--- src/rtl/wavegen.sv ---
// Multi-channel test-tone generator: per-channel phase accumulators producing
// triangle/saw/square/silence, served round-robin over a pop/ack pull port.
// Optional per-channel amplitude attenuation is compiled in with WAVEGEN_AMP_EN.
module wavegen #(
    parameter int WIDTH = 24,
    parameter int NCH   = 2,
    parameter int ACC_W = 32,
    parameter int CH_W  = 1
) (
    input  logic             clk,
    input  logic             rst,
    input  logic             pop_i,
    input  logic             cfg_we,
    input  logic [CH_W-1:0]  cfg_ch,
    input  logic [1:0]       cfg_mode,
    input  logic [ACC_W-1:0] cfg_inc,
    input  logic             cfg_clr,
`ifdef WAVEGEN_AMP_EN
    input  logic [2:0]       cfg_shift,
`endif
    output logic             ack_o,
    output logic [WIDTH-1:0] data_o,
    output logic [CH_W-1:0]  ch_o
);

    typedef enum logic [1:0] {
        MODE_SILENT = 2'd0,
        MODE_TRI    = 2'd1,
        MODE_SAW    = 2'd2,
        MODE_SQR    = 2'd3
    } mode_t;

    localparam logic [WIDTH-1:0] HALF    = WIDTH'(1) << (WIDTH - 1);
    localparam logic [WIDTH-1:0] SQR_POS = HALF - WIDTH'(1);
    localparam logic [WIDTH-1:0] SQR_NEG = HALF + WIDTH'(1);

    logic [ACC_W-1:0] phase [NCH];
    logic [ACC_W-1:0] inc   [NCH];
    mode_t            mode  [NCH];
`ifdef WAVEGEN_AMP_EN
    logic [2:0]       shift [NCH];
`endif
    logic [CH_W-1:0]  cur;

    logic [WIDTH-1:0] tri_u;
    logic [WIDTH-1:0] raw;
    logic [WIDTH-1:0] sample;
    logic             cfg_hit;

    assign cfg_hit = cfg_we && (int'(cfg_ch) < NCH);

    // NOTE: every always_comb output gets a default first so no path can
    // leave it unassigned and infer a latch.
    always_comb begin
        raw   = '0;
        tri_u = phase[cur][ACC_W-2 -: WIDTH];
        case (mode[cur])
            MODE_SILENT: raw = '0;
            MODE_TRI:    raw = (phase[cur][ACC_W-1] ? ~tri_u : tri_u) ^ HALF;
            MODE_SAW:    raw = phase[cur][ACC_W-1 -: WIDTH] ^ HALF;
            MODE_SQR:    raw = phase[cur][ACC_W-1] ? SQR_NEG : SQR_POS;
            default:     raw = '0;
        endcase
`ifdef WAVEGEN_AMP_EN
        sample = $signed(raw) >>> shift[cur];
`else
        sample = raw;
`endif
    end

    // NOTE: sequential state uses non-blocking assignments only, so every
    // read in this block sees the pre-edge value (the pop uses old config).
    always_ff @(posedge clk) begin
        if (rst) begin
            ack_o  <= 1'b0;
            data_o <= '0;
            ch_o   <= '0;
            cur    <= '0;
            // NOTE: the channel tables are reset because a fresh start must
            // come up silent at phase 0; they are small register arrays, not RAM.
            for (int i = 0; i < NCH; i++) begin
                phase[i] <= '0;
                inc[i]   <= '0;
                mode[i]  <= MODE_SILENT;
`ifdef WAVEGEN_AMP_EN
                shift[i] <= '0;
`endif
            end
        end else begin
            if (pop_i) begin
                phase[cur] <= phase[cur] + inc[cur];
                cur        <= (int'(cur) == NCH - 1) ? '0 : cur + CH_W'(1);
                ack_o      <= 1'b1;
                data_o     <= sample;
                ch_o       <= cur;
            end else begin
                ack_o  <= 1'b0;
                data_o <= '0;
                ch_o   <= '0;
            end
            // Placed after the pop update so a clear wins on a collision.
            if (cfg_hit) begin
                mode[cfg_ch] <= mode_t'(cfg_mode);
                inc[cfg_ch]  <= cfg_inc;
`ifdef WAVEGEN_AMP_EN
                shift[cfg_ch] <= cfg_shift;
`endif
                if (cfg_clr) begin
                    phase[cfg_ch] <= '0;
                end
            end
        end
    end

endmodule

--- config.mk ---
export PLATFORM = sky130hd
export DESIGN_NAME = wavegen
export DESIGN_NICKNAME = d
export VERILOG_FILES = /design/src/rtl/wavegen.sv
export SDC_FILE = /design/constraint.sdc
export NUM_CORES = 1
export LEC_CHECK = 0
export ABC_AREA = 1
export BUFFER_PORTS_ARGS = -buffer_cell sky130_fd_sc_hd__buf_2
export CORE_MARGIN = 2
export CORE_UTILIZATION = 59
export CTS_CLUSTER_DIAMETER = 30
export CTS_CLUSTER_SIZE = 16
export DETAILED_ROUTE_END_ITERATION = 6
export GPL_ROUTABILITY_DRIVEN = 0
export HOLD_SLACK_MARGIN = 0.1
export PLACE_DENSITY = 0.78
export SLEW_MARGIN = 0
export SYNTH_ARGS = -nofsm -noshare
export SYNTH_HDL_FRONTEND = slang
export SYNTH_SLANG_ARGS = --single-unit
--- constraint.sdc ---
create_clock -name clk -period 4.5 [get_ports clk]
set_input_delay 0 -clock clk [delete_from_list [all_inputs] [get_ports clk]]
set_output_delay 0 -clock clk [all_outputs]
set_load 0.005 [all_outputs]
## Word level (Yosys, flattened, before mapping)

Memory sizes are Yosys's and may differ from the RTL's. A register that Yosys moved wholly into a read port is not among the register bits.
Cells that the tools add are included.

| word-level totals | value |
|---|---|
| bits in registers | 27 |
| memories kept | 3 |
| output and inout port bits | 26 |
| memory bits (writable) | 132 |
| input bits | 40 |

Memory list:

| memory | depth | width | read ports | clocked after Yosys merged registers in | wr ports | RTL line | RTL |
|---|---|---|---|---|---|---|---|
| inc | 2 | 32 | 1 | 1 | 2 | 38 | `logic [ACC_W-1:0] inc [NCH];` |
| phase | 2 | 32 | 1 | 1 | 2 | 37 | `logic [ACC_W-1:0] phase [NCH];` |
| mode | 2 | 2 | 1 | 1 | 2 | 39 | `mode_t mode [NCH];` |

| cells by class | value |
|---|---|
| reduce and logical (&&, ||, !) cells | 6 |
| $add $sub $neg | 2 |
| equal/unequal tests | 3 |
| bitwise logic cells | 4 |
| multiplexer cells | 34 |

Operators by type and width:

| kind | number |
|---|---|
| $mux 32 | 3 |
| $pmux 24 s4 | 1 |
| $reduce_or 32->1 | 3 |
| $mux 24 | 2 |
| $add 32x32->32 | 1 |
| $mux 1 | 27 |
| $not 24->24 | 1 |
| $eq 2x2->1 const B | 2 |
| $reduce_or 2->1 | 2 |
| $not 1->1 | 3 |
| $eq 2x1->1 const B | 1 |
| $logic_not 2->1 | 1 |
| $mux 2 | 1 |
| $add 1x1->1 const B | 1 |

## Depth between registers and ports, before layout

| logic depth | value |
|---|---|
| depth in word-level cells | 6 |
| gate-level depth with buffers | 18 |
| gate-level depth less buffers | 16 |

## Worst setup path before layout

OpenSTA, ideal clock, no wires.

| path | value |
|---|---|
| path type | flip-flop to flip-flop |
| start | register with a tool-made name |
| end | memory phase[1][16] |
| stages on the path, launching flop included | 18 |
| arrival time | 2793 ps |
| setup time | 132 ps |
| setup slack | 1574 ps |
| path buffers | 3 |
| required time | 4368 ps |
| clock period less this slack | 2926 ps |
| path through | dfxtp_1 > buf_4 > buf_2 > buf_2 > mux2_2 > ha_1 > fa_1 > nand2_1 > inv_1 > nand2_1 > nand2_1 > nand2_1 > nand2_1 > nand2_1 > nand2_1 > or2_2 > nand3_1 > a21oi_1 |

RTL lines:

| item | RTL line |
|---|---|
| to (decl) | 37 |

==> impl_metrics.toml <==
[route]
drcViolationCount = 0
vias = 8340
ant_nets = 0
wl_um = 22890
wl_per_cell_um = 14.29
drtIter0Drc = 898
vias_per_cell = 5.206
dr.pass1.iters = 6

[global_route]
grt_overflow_total = 0
antenna_found_initial = 0
grt_pass1_wl_um = 36660
grt_pass1_vias = 7585
grt.total_usage_pct = 28.39
grt_max_degree = 96

[clock_tree]
clk_latency_ps = 430
htree_levels = 4
cts-root-buf = "clkbuf_16"
numCtsBuffers = 17
cts_sinks = 160
post_cts_buffers = 0
clk_pin_slew_worst_paths_ps = 60
cts-hold-fix-buffers = 37
cts_buffer_depth = 2
cts_tree = "yes"
cts_resized = 0

[layout]
area_growth_pct = 14.72
final_cells = 1602
fin_nets = 1450
layout-drive-gt1-share_pct = 11.21
antenna_cells = 0
fin_area_sq_um = 10600

[setup_path]
critical_path_arrival_ps = 3570
crit_fanout = 95
critPathLaunchType = "flop"
path_common_cell = "nand2_1"
cp_data_required_time_ps = 4760
worstSetupPathType = "reg -> reg"
slowest_stage = "dfxtp_4"
slowest_delay_ps = 1030
path_cells = "mux2_2, ha_1, fa_1, nand2_1, inv_1, nand2_1, nand2_1, nand2_1, nand2_1, nand2_1, nand2_1, or2_2, nand3_1, a21oi_1"
end_kind = "flop"

[placement]
io_buffers = 65
dp_hpwl_um = 15630
place_area_sq_um = 9679
dp.cells = 1533

[synthesis]
synth_nets = 1369
netlist-cell-type-count = 31
syn_area_sq_um = 9238
ys.flop_type = "dfxtp_1"
ys_seq_area_share_pct = 42.04
synth_edf_count = 68
syn_inst = 1297
ys_seq_elements = 160
synth_warnings = 0
synth-async-reset-ratio_pct = 0
syn_area_per_cell_sq_um = 7.122

[timing]
post-route-min-period_ps = 3302
setup_viol = 0
rsz0062_at_grt = "no"
slew_headroom_pct = 26.87
skew_ps = 9.679
tightest_slew_ps = 1097
period_share_pct = 73.37
slew_viol_final = 0
fmax_mhz = 302.9
finalHoldViolations = 0
setup_tns_ps = 0

[floorplanning]
initial_utilization_pct = 60.54
pin_count = 66
core-area_sq_um = 15260
rows = 45
die_x_um = 129.1
die_y_um = 129.1
dieArea_sq_um = 16670

[job]
cap_viol_max_count = 0

[status]
status = "complete, no violations"

[power]
p_leak_nw = 5.107
power.density_nw_per_um2 = 421.3
peakVddDrop_mv = 0.2838

[worst_hold_path]
hp-class = "in -> reg"
[worst max-delay path, delay by kind of cell (launching register included)]
family / cells / cell delay (ps)
flip-flops: 1 / 1030
AND/OR/NAND/NOR: 9 / 870
adder cells (fa/ha/maj): 2 / 660
multiplexers: 1 / 430
AO/OA/AOI/OAI: 1 / 70
buffers and inverters: 1 / 50
[Yosys cell counts, types with 2 or more instances]
cell	number	area, sq um
nand2_1	355	1333
inv_1	201	754.5
nor2_1	200	750.7
dfxtp_1	92	1842
a21oi_1	88	440.4
edfxtp_1	68	2042
nand3_1	59	295.3
nor3_1	39	195.2
mux2_2	37	416.7
ha_1	31	387.9
o21ai_0	27	135.1
clkbuf_1	22	82.58
buf_2	16	80.08
xor2_1	15	131.4
nor3_2	7	70.07
nand3b_1	6	45.04
buf_4	5	37.54
inv_2	5	18.77
o21ai_1	4	20.02
nand4_1	3	18.77
o21ai_2	3	26.28
o21bai_1	3	22.52
buf_6	2	22.52
nand2_2	2	12.51
[power by group]
| group | internal [mW] | switching, mW | total (mW) | leakage (nW) |
|---|---|---|---|---|
| clock | 0.805 | 0.546 | 1.35 | 0.265 |
| sequential | 1.67 | 0.0744 | 1.74 | 1.42 |
| combinational | 0.470 | 0.904 | 1.37 | 3.42 |
| total | 2.94 | 1.52 | 4.46 | 5.11 |
[flip-flops by register name, indices dropped and copies added (netlist names), named ones only]
signal	count
data_o	24
ack_o	1
ch_o	1
phase	64
cur	1
mode	4
inc	64
[area by class of cell]
cell class | count | area (sq um)
clock buffers | 26 | 490.5
clock inverters | 6 | 57.56
fillers | 1253 | 4661
inverters | 206 | 773.2
multi-input cells | 885 | 4384
flip-flops and latches | 160 | 3887
well taps | 211 | 264.0
repair buffers | 108 | 740.7
[layout by cell type, fill, tap and decap left out, drive strengths merged, types with 6 or more instances in the layout]
| cell | instances |
|---|---|
| nand2 | 357 |
| inv | 207 |
| nor2 | 201 |
| dfxtp | 92 |
| a21oi | 88 |
| buf | 71 |
| edfxtp | 68 |
| nand3 | 59 |
| nor3 | 46 |
| mux2 | 37 |
| dlygate4sd3 | 37 |
| o21ai | 34 |
| ha | 31 |
| clkbuf | 26 |
| xor2 | 15 |
| nand3b | 6 |
[per-layer routing]
metal / global-route usage, % / wire [um] / up-vias
met4: 8.504 / 402 / 0
met5: 0 / 0 / -
met1: 39.62 / 10330 / 3736
met3: 4.046 / 1761 / 31
met2: 46.22 / 10400 / 352
li1: - / - / 4221
[through the flow]
| step | utilization (%) | power (mW) | hold WS, ps | worst slack [ps] |
|---|---|---|---|---|
| 5_1_grt | 69.45 | 4.708 | 270.1 | 878.4 |
| 3_5_place_dp | 63.44 | 3.069 | 294.2 | 1203 |
| 6_report | 69.45 | 4.465 | 228.4 | 1198 |
| 4_1_cts | 69.45 | 4.431 | 221.0 | 1193 |
| 3_3_place_gp | 63.44 | 3.044 | 293.0 | 1254 |
| 2_1_floorplan | - | 2.742 | 104.5 | 1574 |
[logic make-up after synthesis]
kind of cell | after synthesis | share of synthesized area (%)
adder cells (fa/ha/maj) | 32 | 4.416
AO/OA/AOI/OAI | 127 | 7.138
multiplexers | 37 | 4.510
flip-flops | 160 | 42.04
AND/OR/NAND/NOR | 674 | 29.65
XOR/XNOR | 15 | 1.422
buffers and inverters | 252 | 10.82
[path summary, 6_finish.rpt]
check / start / endpoint / slack [ps] / cells past startpoint
worst max-delay path: flop / phase[1][16] / 1200 / 14
worst min-delay path: cfg_clr / phase[1][0] / 230 / 4
worst max register to register: flop / phase[1][16] / 1200 / 14
worst min register to register: phase[0][12] / phase[0][12] / 460 / 2
(Power assumes the default switching activity.)
